$ cat config.mk
export PLATFORM = sky130hd
export DESIGN_NAME = gray_conv_sched
export DESIGN_NICKNAME = d
export VERILOG_FILES = /design/src/rtl/gray_conv_sched.sv
export SDC_FILE = /design/constraint.sdc
export NUM_CORES = 1
export LEC_CHECK = 0
export CAP_MARGIN = 20
export CORE_AREA = 2 2 45 64
export DETAILED_ROUTE_END_ITERATION = 16
export DIE_AREA = 0 0 47 66
export GPL_TIMING_DRIVEN = 1
export PLACE_DENSITY = 0.63
export SYNTH_ARGS = -nofsm -noshare
export SYNTH_HDL_FRONTEND = slang
export SYNTH_SLANG_ARGS = --single-unit
$ cat constraint.sdc
create_clock -name clk -period 1.57 [get_ports clk]
set_clock_uncertainty 0.2 [all_clocks]
set_input_delay 0.314 -clock clk [delete_from_list [all_inputs] [get_ports clk]]
set_output_delay 0.314 -clock clk [all_outputs]
set_load 0.02 [all_outputs]
$ cat src/rtl/gray_conv_sched.sv
// Two-requester round-robin scheduler sharing one bit-serial Gray-to-binary engine.
// Optional build macro GCS_PARITY_EN adds a registered res_par output (^res_bin).
module gray_conv_sched #(
  parameter int WIDTH = 4
) (
  input  logic             clk,
  input  logic             rst,
  input  logic             req0,
  input  logic [WIDTH-1:0] g0,
  input  logic             req1,
  input  logic [WIDTH-1:0] g1,
  output logic             ack0,
  output logic             ack1,
  output logic             busy,
  output logic             res_valid,
  output logic             res_id,
  output logic [WIDTH-1:0] res_bin
`ifdef GCS_PARITY_EN
  ,
  output logic             res_par
`endif
);

  localparam logic [1:0] S_IDLE = 2'd0;
  localparam logic [1:0] S_CONV = 2'd1;
  localparam logic [1:0] S_DONE = 2'd2;

  localparam int CW = (WIDTH > 2) ? $clog2(WIDTH) : 1;
  localparam logic [CW-1:0] CNT_LAST = CW'(WIDTH - 1);

  logic [1:0]       state;
  logic [WIDTH-1:0] gs;       // Gray code, consumed from the MSB end
  logic [WIDTH-1:0] bs;       // binary result, filled from the LSB end
  logic             b_prev;   // b[i+1] for the bit being computed
  logic [CW-1:0]    cnt;
  logic             id;
  logic             last;

  logic             grant_any;
  logic             grant_id;
  logic [WIDTH-1:0] grant_code;
  logic             b_next;

  // NOTE: every signal assigned here gets a default first so no latch is inferred.
  always_comb begin
    grant_any  = req0 | req1;
    grant_id   = 1'b0;
    if (req0 && req1) begin
      grant_id = ~last;
    end else if (req1) begin
      grant_id = 1'b1;
    end
    grant_code = grant_id ? g1 : g0;
    b_next     = b_prev ^ gs[WIDTH-1];
  end

  assign busy = (state != S_IDLE);

  // NOTE: sequential state uses non-blocking assignments only; the small
  // datapath registers are reset too, so outputs are defined right after rst.
  always_ff @(posedge clk or posedge rst) begin
    if (rst) begin
      state     <= S_IDLE;
      gs        <= '0;
      bs        <= '0;
      b_prev    <= 1'b0;
      cnt       <= '0;
      id        <= 1'b0;
      last      <= 1'b1;
      ack0      <= 1'b0;
      ack1      <= 1'b0;
      res_valid <= 1'b0;
      res_id    <= 1'b0;
      res_bin   <= '0;
`ifdef GCS_PARITY_EN
      res_par   <= 1'b0;
`endif
    end else begin
      ack0      <= 1'b0;
      ack1      <= 1'b0;
      res_valid <= 1'b0;
      case (state)
        S_IDLE: begin
          if (grant_any) begin
            gs     <= grant_code;
            id     <= grant_id;
            last   <= grant_id;
            cnt    <= '0;
            b_prev <= 1'b0;
            ack0   <= ~grant_id;
            ack1   <= grant_id;
            state  <= S_CONV;
          end
        end
        S_CONV: begin
          b_prev <= b_next;
          bs     <= {bs[WIDTH-2:0], b_next};
          gs     <= {gs[WIDTH-2:0], 1'b0};
          cnt    <= cnt + 1'b1;
          if (cnt == CNT_LAST) begin
            state <= S_DONE;
          end
        end
        S_DONE: begin
          res_bin   <= bs;
          res_id    <= id;
`ifdef GCS_PARITY_EN
          res_par   <= ^bs;
`endif
          res_valid <= 1'b1;
          state     <= S_IDLE;
        end
        default: begin
          state <= S_IDLE;
        end
      endcase
    end
  end

endmodule
# Word-level counts from Yosys, hierarchy flattened
# Cells that the tools add are included.
[classes]
addsub = 1
n_eq_ne = 5
n_mux = 17
bitwise_logic = 4
n_reduce_logical = 7
[ops]
columns = ["cell", "count"]
rows = [
  ["$mux W1", 8],
  ["$mux W4", 2],
  ["$pmux W2 S2", 2],
  ["$pmux W4 S2", 1],
  ["$mux W2", 3],
  ["$reduce_and A2 Y1", 3],
  ["$eq A2 B2 Y1 const B", 2],
  ["$ne A2 B2 Y1 const B", 2],
  ["$reduce_bool A2 Y1", 2],
  ["$add A2 B1 Y2 const B", 1],
  ["$eq A2 B1 Y1 const B", 1],
  ["$logic_not A2 Y1", 1],
  ["$not A1 Y1", 2],
  ["$pmux W1 S2", 1],
  ["$logic_and A1 B1 Y1", 1],
  ["$or A1 B1 Y1", 1],
  ["$xor A1 B1 Y1", 1],
]
[word_totals]
regBits = 23
input_bits = 12
output_inout_bits = 9
word_cells = 46

# Logic depth before layout (Yosys ltp)
# Gate-level depths: netlist (run 1).
[logic_depth]
word_depth = 5
ltp_mapped = 5
mapped_depth_nobuf = 4

# Worst setup path before layout (run 1)
# No wires, ideal clock.
[synth_path]
kind = "reg2reg"
startpoint = "register state[1]"
endpoint = "register b_prev"
setup_time_ps = 120
arrival_ps = 974
slack_ps = 276
path_stages_with_launch = 5
path_buffers = 2
period_less_slack_ps = 1294
cell_sequence = "dfrtp_1 -> buf_4 -> nand2b_1 -> buf_2 -> a31o_1"
[synth_between]
elab_chain_len = 3
elab_cells_between_ends = 6
cone_classes = "eq/ne (2); mux (1); reduce/logical (3)"
[synth_lines]
columns = ["element", "line_no", "source"]
rows = [
  ["from (decl)", "31", "logic [1:0] state;"],
  ["from (signal assigned)", "63", "state <= S_IDLE;"],
  ["from (signal assigned)", "92", "state <= S_CONV;"],
  ["from (signal assigned)", "101", "state <= S_DONE;"],
  ["$eq A2 B1 Y1 / $logic_not A2 Y1 (equally long branches)", "82", "case (state)"],
  ["$reduce_bool A2 Y1 (no line) / $ne A2 B2 Y1 (equally long branches)", "n/a", ""],
  ["$reduce_and A2 Y1 (no line)", "n/a", ""],
  ["to (signal assigned)", "96", "b_prev <= b_next;"],
  ["to (decl)", "34", "logic b_prev;"],
]
# Several ways; a longest one is shown, not always the timed one.
# A chain may end at the register's enable or synchronous reset.

# Worst setup path after layout (run 1)
[layout_path]
startpoint = "register state[1]"
endpoint = "output busy"
[layout_between]
elab_chain_len = 1
[layout_lines]
columns = ["element", "line_no", "source"]
rows = [
  ["$reduce_bool A2 Y1", "57", "assign busy = (state != S_IDLE);"],
  ["to (decl)", "14", "output logic busy,"],
]
# No other way between the ends.

==> results.md, run 1 <==
* Area Growth Syn to Fin at 35.3%
* Worst VDD drop at 0.677 mV
* Crit path capture type: output port
* Yosys reg bits at 23
* RSZ-0062 raised after global routing: yes
* CTS tree: yes
* Die span in x at 47 um
* Worst Path Required at 1060 ps
* Reg-to-Reg Start: state[1]$_DFFE_PP0P_
* Vias at 742
* Initial cell density of the core at 0.383
* Fin crit period at 1560 ps
* 1st-pass router iterations at 4
* Post-synth top area share at 0.567
* Synth Area per Inst at 10.7 um^2
* Met1 wire length at 719 um
* Post-Route WL at 1810 um
* Hold Fails Final Rpt at 0
* Rows at 22
* DIE AREA at 3100 um^2
* Antenna diode count at 0
* GRT Total Usage at 0.152
* Syn_nets at 104
* Largest net degree at the start of global routing at 24
* Die height at 66 um
* Final non-filler cell total at 158
* PD cells at 1740 nW/um^2
* Antenna violations before repair at 0
* Worst-Skew Late Latency at 310 ps
* Vias per cell at 4.70
* Htree depth at 1
* Final Max Tran Viols at 0
* Num CTS Buffers at 3
* Area of the mapped netlist at 971 um^2
* Worst Path Class, Setup: flip-flop to output port
* Final HPWL DP at 1400 um
* Synth warnings at 0
* GR Overflow Total at 0
* Max cap viols at 0
* GPL Wtd Cong at 0.749
* Final cycle utilization of the critical path at 0.993
* Synth cell types at 25
* Slew HR at 0.826
* Residual DRC at 0
* Number of synthesized flops with an enable pin at 0
* Clock root buffer: clkbuf_4
* Crit path max fanout at 2
* Sequential-to-total area share from yosys stat at 0.594
* Post-route ant nets at 0
* Top FF cell, synth: dfrtp_1
* Clock buffer depth at 2
* Path type of the worst min-delay path: primary input to asynchronous set/reset pin
* Post-CTS Hold Fix Bufs at 0
* Final-report setup violation count at 0
* PortBufs at 20
* Clock sink count at 23
* Crit. Startpoint: state[1]$_DFFE_PP0P_
* R2R depth at 5
* Reg-to-reg slack, setup at 120 ps
* Area leader, netlist: dfrtp_1
* First-pass GRT wire length at 3300 um
* # IOs at 21
* Met3 wire len at 55 um
* Mapped Cells at 91
* Max Freq at 642 MHz
* CP Launch Type: flip-flop
* Routed wl met2 at 951 um
* Core footprint at 2530 um^2
* Design area at 1310 um^2
* DR top layer: met4
* Outcome: finished, final reports clean
* Mean routed wirelength per cell at 11.5 um
* FILL cells at 239
* WP data arrival at 1040 ps
* Initial drt markers at 18
* Share of cells above drive strength 1 at 0.172
* Post-CTS setup repair buffer count at 0
* Number of global-route vias before repair at 755
* Placed insts at 154
* Placed Area at 1280 um^2
* Nets at 136
* Least-Margin Pin Slew at 260 ps
* Leakage at 0.000661 uW
* Top cells by area, synth: dfrtp_1, nand2_1, o21ai_0, mux2i_1, dfstp_2
* Async S/R FF share, synth at 1.00
* Clock transition at path regs at 130 ps
==> critical path, stage by stage, from the launching register on <==
cell and delay [ps]:
dfrtp_1 430, nor2_4 140, inv_2 40, buf_6 120
==> state kept, by name (all words and copies together) (netlist names) <==
name and count:
res_id 1, gs 4, ack0 1, id 1
b_prev 1, last 1, res_valid 1, state 2
cnt 2, ack1 1, res_bin 4, bs 4
==> power breakdown <==
group          internal (uW)  switching (uW)
combinational            490             526
clock                   99.2             171
sequential               851             152
==> metrics by stage <==
step / worst slack, ps / setup TNS [ps] / utilization / hold slack, ps / total power, uW
after floorplan: 276 / 0 / - / 115 / 1640
after global placement: -208 / -1650 / 0.507 / 255 / 2040
after detailed placement: -248 / -2010 / 0.507 / 253 / 2070
after CTS: -17.3 / -17.3 / 0.511 / 118 / 2270
after global routing: -33.0 / -33.0 / 0.519 / 108 / 2500
final: 11.5 / 0 / 0.519 / 109 / 2290
==> worst paths after layout <==
| path | end |
|---|---|
| max in group asynchronous | last$_DFFE_PP1P_ |
| setup / recovery | busy |
| hold reg to reg | res_bin[3]$_DFFE_PP0P_ |
| setup reg to reg | b_prev$_DFFE_PP0P_ |
| hold / removal | res_bin[3]$_DFFE_PP0P_ |
| min in group clk | ack0$_DFF_PP0_ |
==> what timing repair did <==
| action | 4_1_cts | 5_1_grt |
|---|---|---|
| pin swaps | 1 | 1 |
| endpoints found under the setup margin | 9 | 10 |
| resized for setup | 12 | 11 |
==> cells in the mapped netlist (all sizes together), types with 2 or more instances <==
cell type / instances
nand2: 26
o211ai: 2
buf: 2
a21o: 3
and2: 3
dfrtp: 22
mux2i: 3
inv: 4
nand3: 2
a31o: 2
o21ai: 8
nand2b: 3
nor2: 2
==> cells in the final DEF, fill, tap and decap left out, drive strengths merged, types with 3 or more instances in the layout <==
cell            n
nand2          26
dfrtp          22
clkdlybuf4s50  10
buf            10
o21ai           8
clkdlybuf4s15   6
inv             4
clkbuf          4
and2            3
a21o            3
mux2i           3
nand2b          3
==> kinds of logic after synthesis <==
group | synth area share
buffers and inverters | 0.0283
adders and majority gates | 0.0129
muxes | 0.0309
AOI/OAI and AO/OA | 0.130
xor gates and xnor gates | 0.00902
and+or+nand+nor | 0.195
DFF | 0.594
==> routing by layer <==
metal	GRT usage	vias up
li1	-	367
met1	0.179	348
met2	0.245	21
met3	0.00820	6
met4	0.118	0
met5	0	-
==> final cells by class <==
cell class	instances	area [um^2]	share of cell area
sequential	23	577	0.439
multi-input combinational	62	369	0.281
timing repair buffer	29	282	0.214
tap	36	45.0	0.0343
clock buffer	4	26.3	0.0200
inverter	4	15.0	0.0114
No activity file was read; power rests on OpenSTA's default activity.
==> run 2, diff against run 1 <==
Settings changed: CORE_AREA 2 2 45 64 to 2 2 53 55, DIE_AREA 0 0 47 66 to 0 0 55 57, PLACE_DENSITY 0.63 to 0.65.
Clock period 1.57 ns to 1.3 ns, I/O delays scaled along.
==> run 2 against run 1 <==
Against the previous run: count of clock-buffer cells in the layout did not move; sequential power is 24% higher; largest power group unchanged; highest routed layer unchanged; critical endpoint unchanged; the flow now finishes with violations (negative setup slack); cell area is 9.0% higher; worst setup slack got worse by 180 ps.
==> results.md, run 2 (synthesis gave the netlist of run 1 again) <==
* Largest registers: bs: 4 flops, gs: 4 flops, res_bin: 4 flops
* Reg-to-reg slack, setup at -110 ps
* PD cells at 2260 nW/um^2
* Power Total at 3240 uW
* Number of global-route vias before repair at 770
* Initial drt markers at 11
* Fin crit period at 1470 ps
* Die height at 57 um
* Slew HR at 0.759
* Leakage at 0.000711 uW
* Crit path max fanout at 2
* Worst Path Class, Setup: flip-flop to output port
* Antenna diode count at 0
* # IOs at 21
* Met3 wire len at 56 um
* Final cycle utilization of the critical path at 1.13
* Commonest non-fill, non-tap cell in the layout: nand2_1
* Vias per cell at 4.87
* Die span in x at 55 um
* Worst VDD drop at 1.28 mV
* Num CTS Buffers at 3
* Largest net degree at the start of global routing at 16
* Vias at 779
* Final non-filler cell total at 160
* Sum of negative setup slack at -733 ps
* Area Growth Syn to Fin at 47.4%
* Mean routed wirelength per cell at 12.0 um
* Final Max Tran Viols at 0
* DR top layer: met4
* Least-Margin Pin Slew at 362 ps
* Hold Slack at 70.9 ps
* Initial cell density of the core at 0.371
* Post-Route WL at 1920 um
* Share of cells above drive strength 1 at 0.333
* Commonest cells after routing, fill and taps aside: nand2_1, dfrtp_1, buf_6
* Final-report setup violation count at 15
* GPL Wtd Cong at 0.744
* Worst Path Required at 840 ps
* Antenna violations before repair at 0
* GRT Total Usage at 0.149
* Hold Fails Final Rpt at 0
* Post-route ant nets at 0
* Clock root buffer: clkbuf_4
* 1st-pass router iterations at 4
* Rows at 19
* PortBufs at 20
* CTS tree: yes
* Max Freq at 681 MHz
* Residual DRC at 0
* Outcome: finished with violations
* Max cap viols at 0
* Clock buffer depth at 2
* CP Launch Type: flip-flop
* WP data arrival at 1010 ps
* Failing checks: negative setup slack
* Htree depth at 1
* First-pass GRT wire length at 3390 um
* Met1 wire length at 804 um
* Worst setup margin at -169 ps
* Path type of the worst min-delay path: primary input to asynchronous set/reset pin
* Core footprint at 2620 um^2
* DIE AREA at 3140 um^2
* Clock transition at path regs at 120 ps
* Post-CTS Hold Fix Bufs at 0
* Final HPWL DP at 1460 um
* Placed insts at 152
* R2R depth at 6
* RSZ-0062 raised after global routing: yes
* Worst-Skew Late Latency at 300 ps
* Crit path capture type: output port
* Reg-to-Reg Start: state[1]$_DFFE_PP0P_
* Nets at 143
* Routed wl met2 at 1020 um
* GR Overflow Total at 0
* Clock sink count at 23
* Reg-to-Reg End: id$_DFFE_PP0P_
run 2: cell types whose count changed in the layout (fill, tap and decap cells not counted), sizes merged:
cell / before / now
dlymetal6s2s: 1 / 0
buf: 10 / 25
clkdlybuf4s50: 10 / 9
clkdlybuf4s15: 6 / 0
run 2: critical path: stages (launching register included):
cell     delay, ps
dfrtp_1        430
nor2_4         130
inv_2           40
buf_6          120
run 2: timing repair:
item / CTS / global route
resized for setup: 67 / 16
pin swaps: 3 / 3
endpoints found under the setup margin: 29 / 28
setup buffers: 3 / 3
run 2: final cells by class:
cell class              count  area, um^2
well taps                  31        38.8
flip-flops and latches     23         577
clock buffers               4        26.3
fillers                   252        1180
repair buffers             36         352
inverters                   4        17.5
multi-input cells          62         420
run 2: where the power goes:
part	leakage, uW	internal [uW]	switching [uW]
logic	0.000405	921	757
clock network	0.0000150	119	195
registers	0.000291	1030	215
total	0.000711	2070	1170
run 2: per-stage QoR:
stage	instance area, um^2	util	setup slack [ps]
floorplan	971	-	5.96
global placement	1290	0.492	-393
detailed placement	1290	0.492	-450
CTS	1380	0.526	-187
global route	1430	0.547	-224
finish	1430	0.547	-169
run 2: worst max-delay path by stage:
stage | depth (start not counted) | end | startpoint
finish | 3 | busy | state[0]$_DFFE_PP0P_
global placement | 4 | gs[3]$_DFFE_PP0P_ | req0
global route | 3 | busy | state[0]$_DFFE_PP0P_
CTS | 3 | busy | state[0]$_DFFE_PP0P_
detailed placement | 5 | gs[3]$_DFFE_PP0P_ | req0
floorplan | 4 | b_prev$_DFFE_PP0P_ | state[1]$_DFFE_PP0P_
run 2: per-layer routing:
metal | GRT usage | vias up
met5 | 0 | -
met4 | 0.0662 | 0
met3 | 0.0366 | 4
met2 | 0.228 | 11
met1 | 0.200 | 384
li1 | - | 380
==> run 3, diff against run 2 <==
Settings changed: CORE_AREA 2 2 53 55 to 2 2 56 58, DIE_AREA 0 0 55 57 to 0 0 58 60, PLACE_DENSITY 0.65 to 0.59.
==> run 3 against run 2 <==
Against the previous run: the flow still finishes with violations (negative setup slack); non-clock buffer count up 2; combinational power about the same; cell count up 2.5%; total power up 0.97%; sequential cell count unchanged; worst setup slack worse by 13 ps; utilization down 4.7 points; register-to-register slack worse by 30 ps; routed wire length down 3.5%; worst hold slack worse by 13 ps; critical path depth unchanged; critical endpoint unchanged.
==> results.md, run 3 (synthesis gave the netlist of run 1 again) <==
* Antenna violations before repair at 0
* Max Freq at 675 MHz
* Initial cell density of the core at 0.334
* Die height at 60 um
* # IOs at 21
* Met3 wire len at 53 um
* PD cells at 2250 nW/um^2
* First-pass GRT wire length at 3230 um
* Commonest non-fill, non-tap cell in the layout: nand2_1
* Number of global-route vias before repair at 756
* Hold Fails Final Rpt at 0
* FILL cells at 267
* Clock sink count at 23
* Path type of the worst min-delay path: primary input to asynchronous set/reset pin
* Hold Slack at 58.3 ps
* Fin crit period at 1480 ps
* Met1 wire length at 887 um
* Worst-Skew Late Latency at 310 ps
* Final Max Tran Viols at 0
* Mean routed wirelength per cell at 11.3 um
* Clock transition at path regs at 130 ps
* Crit path capture type: output port
* Residual DRC at 0
* Crit path max fanout at 2
* Share of cells above drive strength 1 at 0.351
* Placed Area at 1310 um^2
* Commonest cells after routing, fill and taps aside: nand2_1, dfrtp_1, buf_6
* Nets at 145
* DR top layer: met3
* Worst VDD drop at 1.24 mV
* Least-Margin Pin Slew at 308 ps
* Largest registers: bs: 4 flops, gs: 4 flops, res_bin: 4 flops
* Area Growth Syn to Fin at 49.5%
* Final HPWL DP at 1420 um
* Design area at 1450 um^2
* Post-route ant nets at 0
* Outcome: finished with violations
* Vias at 753
* GRT Total Usage at 0.121
* Antenna diode count at 0
* PortBufs at 20
* Worst Path Required at 840 ps
* Final-report setup violation count at 25
* Htree depth at 1
* Footprint of the multi-input gates at 417 um^2
* Num CTS Buffers at 3
* RSZ-0062 raised after global routing: yes
* Final cycle utilization of the critical path at 1.14
* Slew HR at 0.794
* Vias per cell at 4.59
* Routed wl met2 at 912 um
* Post-CTS Hold Fix Bufs at 0
* 1st-pass router iterations at 4
* WP data arrival at 1020 ps
* Clock buffer depth at 2
* Register area at 577 um^2
* DIE AREA at 3480 um^2
* Core footprint at 2900 um^2
* Post-Route WL at 1850 um
* Leakage at 0.000730 uW
* Initial drt markers at 15
* Worst Path Class, Setup: flip-flop to output port
* GPL Wtd Cong at 0.781
* Clock root buffer: clkbuf_4
* Largest net degree at the start of global routing at 16
* CTS tree: yes
* Rows at 20
* Die span in x at 58 um
* GR Overflow Total at 0
* CP Launch Type: flip-flop
* Worst setup margin at -182 ps
* Failing checks: negative setup slack
* Max cap viols at 0
-- run 3: worst max-delay path, stage by stage, from the launching register on --
cell and delay (ps):
dfrtp_1 430, nor2_4 130, inv_2 40, buf_6 120
-- run 3: worst paths after layout --
check | start | end | slack, ps | cells past startpoint
worst max-delay path | state[0]$_DFFE_PP0P_ | busy | -180 | 3
worst min-delay path | rst | cnt[1]$_DFFE_PP0P_ | 60 | 3
worst max register to register | state[0]$_DFFE_PP0P_ | cnt[1]$_DFFE_PP0P_ | -140 | 5
worst min register to register | id$_DFFE_PP0P_ | res_id$_DFFE_PP0P_ | 280 | 2
max in group asynchronous | rst | state[0]$_DFFE_PP0P_ | 630 | 3
min in group clk | id$_DFFE_PP0P_ | res_id$_DFFE_PP0P_ | 280 | 2
-- run 3: report_power, final --
group          internal (uW)  switching (uW)  leakage [uW]
clock network            115             211     0.0000177
registers               1030             209      0.000291
logic                    948             757      0.000422
-- run 3: area by class of cell --
| type | instances | share of cell area |
|---|---|---|
| inverter | 4 | 0.0103 |
| multi-input combinational | 62 | 0.287 |
| sequential | 23 | 0.397 |
| clock buffer | 3 | 0.0155 |
| timing repair buffer | 38 | 0.258 |
| tap | 33 | 0.0284 |
| clock inverter | 1 | 0.00345 |
-- run 3: stage by stage --
| stage | std cells | total power (uW) | setup slack [ps] | utilization | TNS (ps) |
|---|---|---|---|---|---|
| after floorplan | 91 | 1980 | 5.96 | - | 0 |
| after global placement | 156 | 2550 | -395 | 0.450 | -5120 |
| after detailed placement | 156 | 2590 | -445 | 0.450 | -5560 |
| after CTS | 161 | 3090 | -199 | 0.472 | -1530 |
| after global routing | 164 | 3510 | -251 | 0.500 | -3390 |
| final | 164 | 3270 | -182 | 0.500 | -1920 |
-- run 3: routing by layer --
metal,GRT usage,vias to the layer above
met3,0.0195,0
li1,-,387
met5,0,-
met4,0.0399,0
met1,0.155,358
met2,0.209,8
-- run 3: what timing repair did --
item / 4_1_cts / 5_1_grt
setup endpoints to repair: 24 / 29
buffers inserted: 1 / 4
pin swaps: 4 / 4
resized for setup: 65 / 17
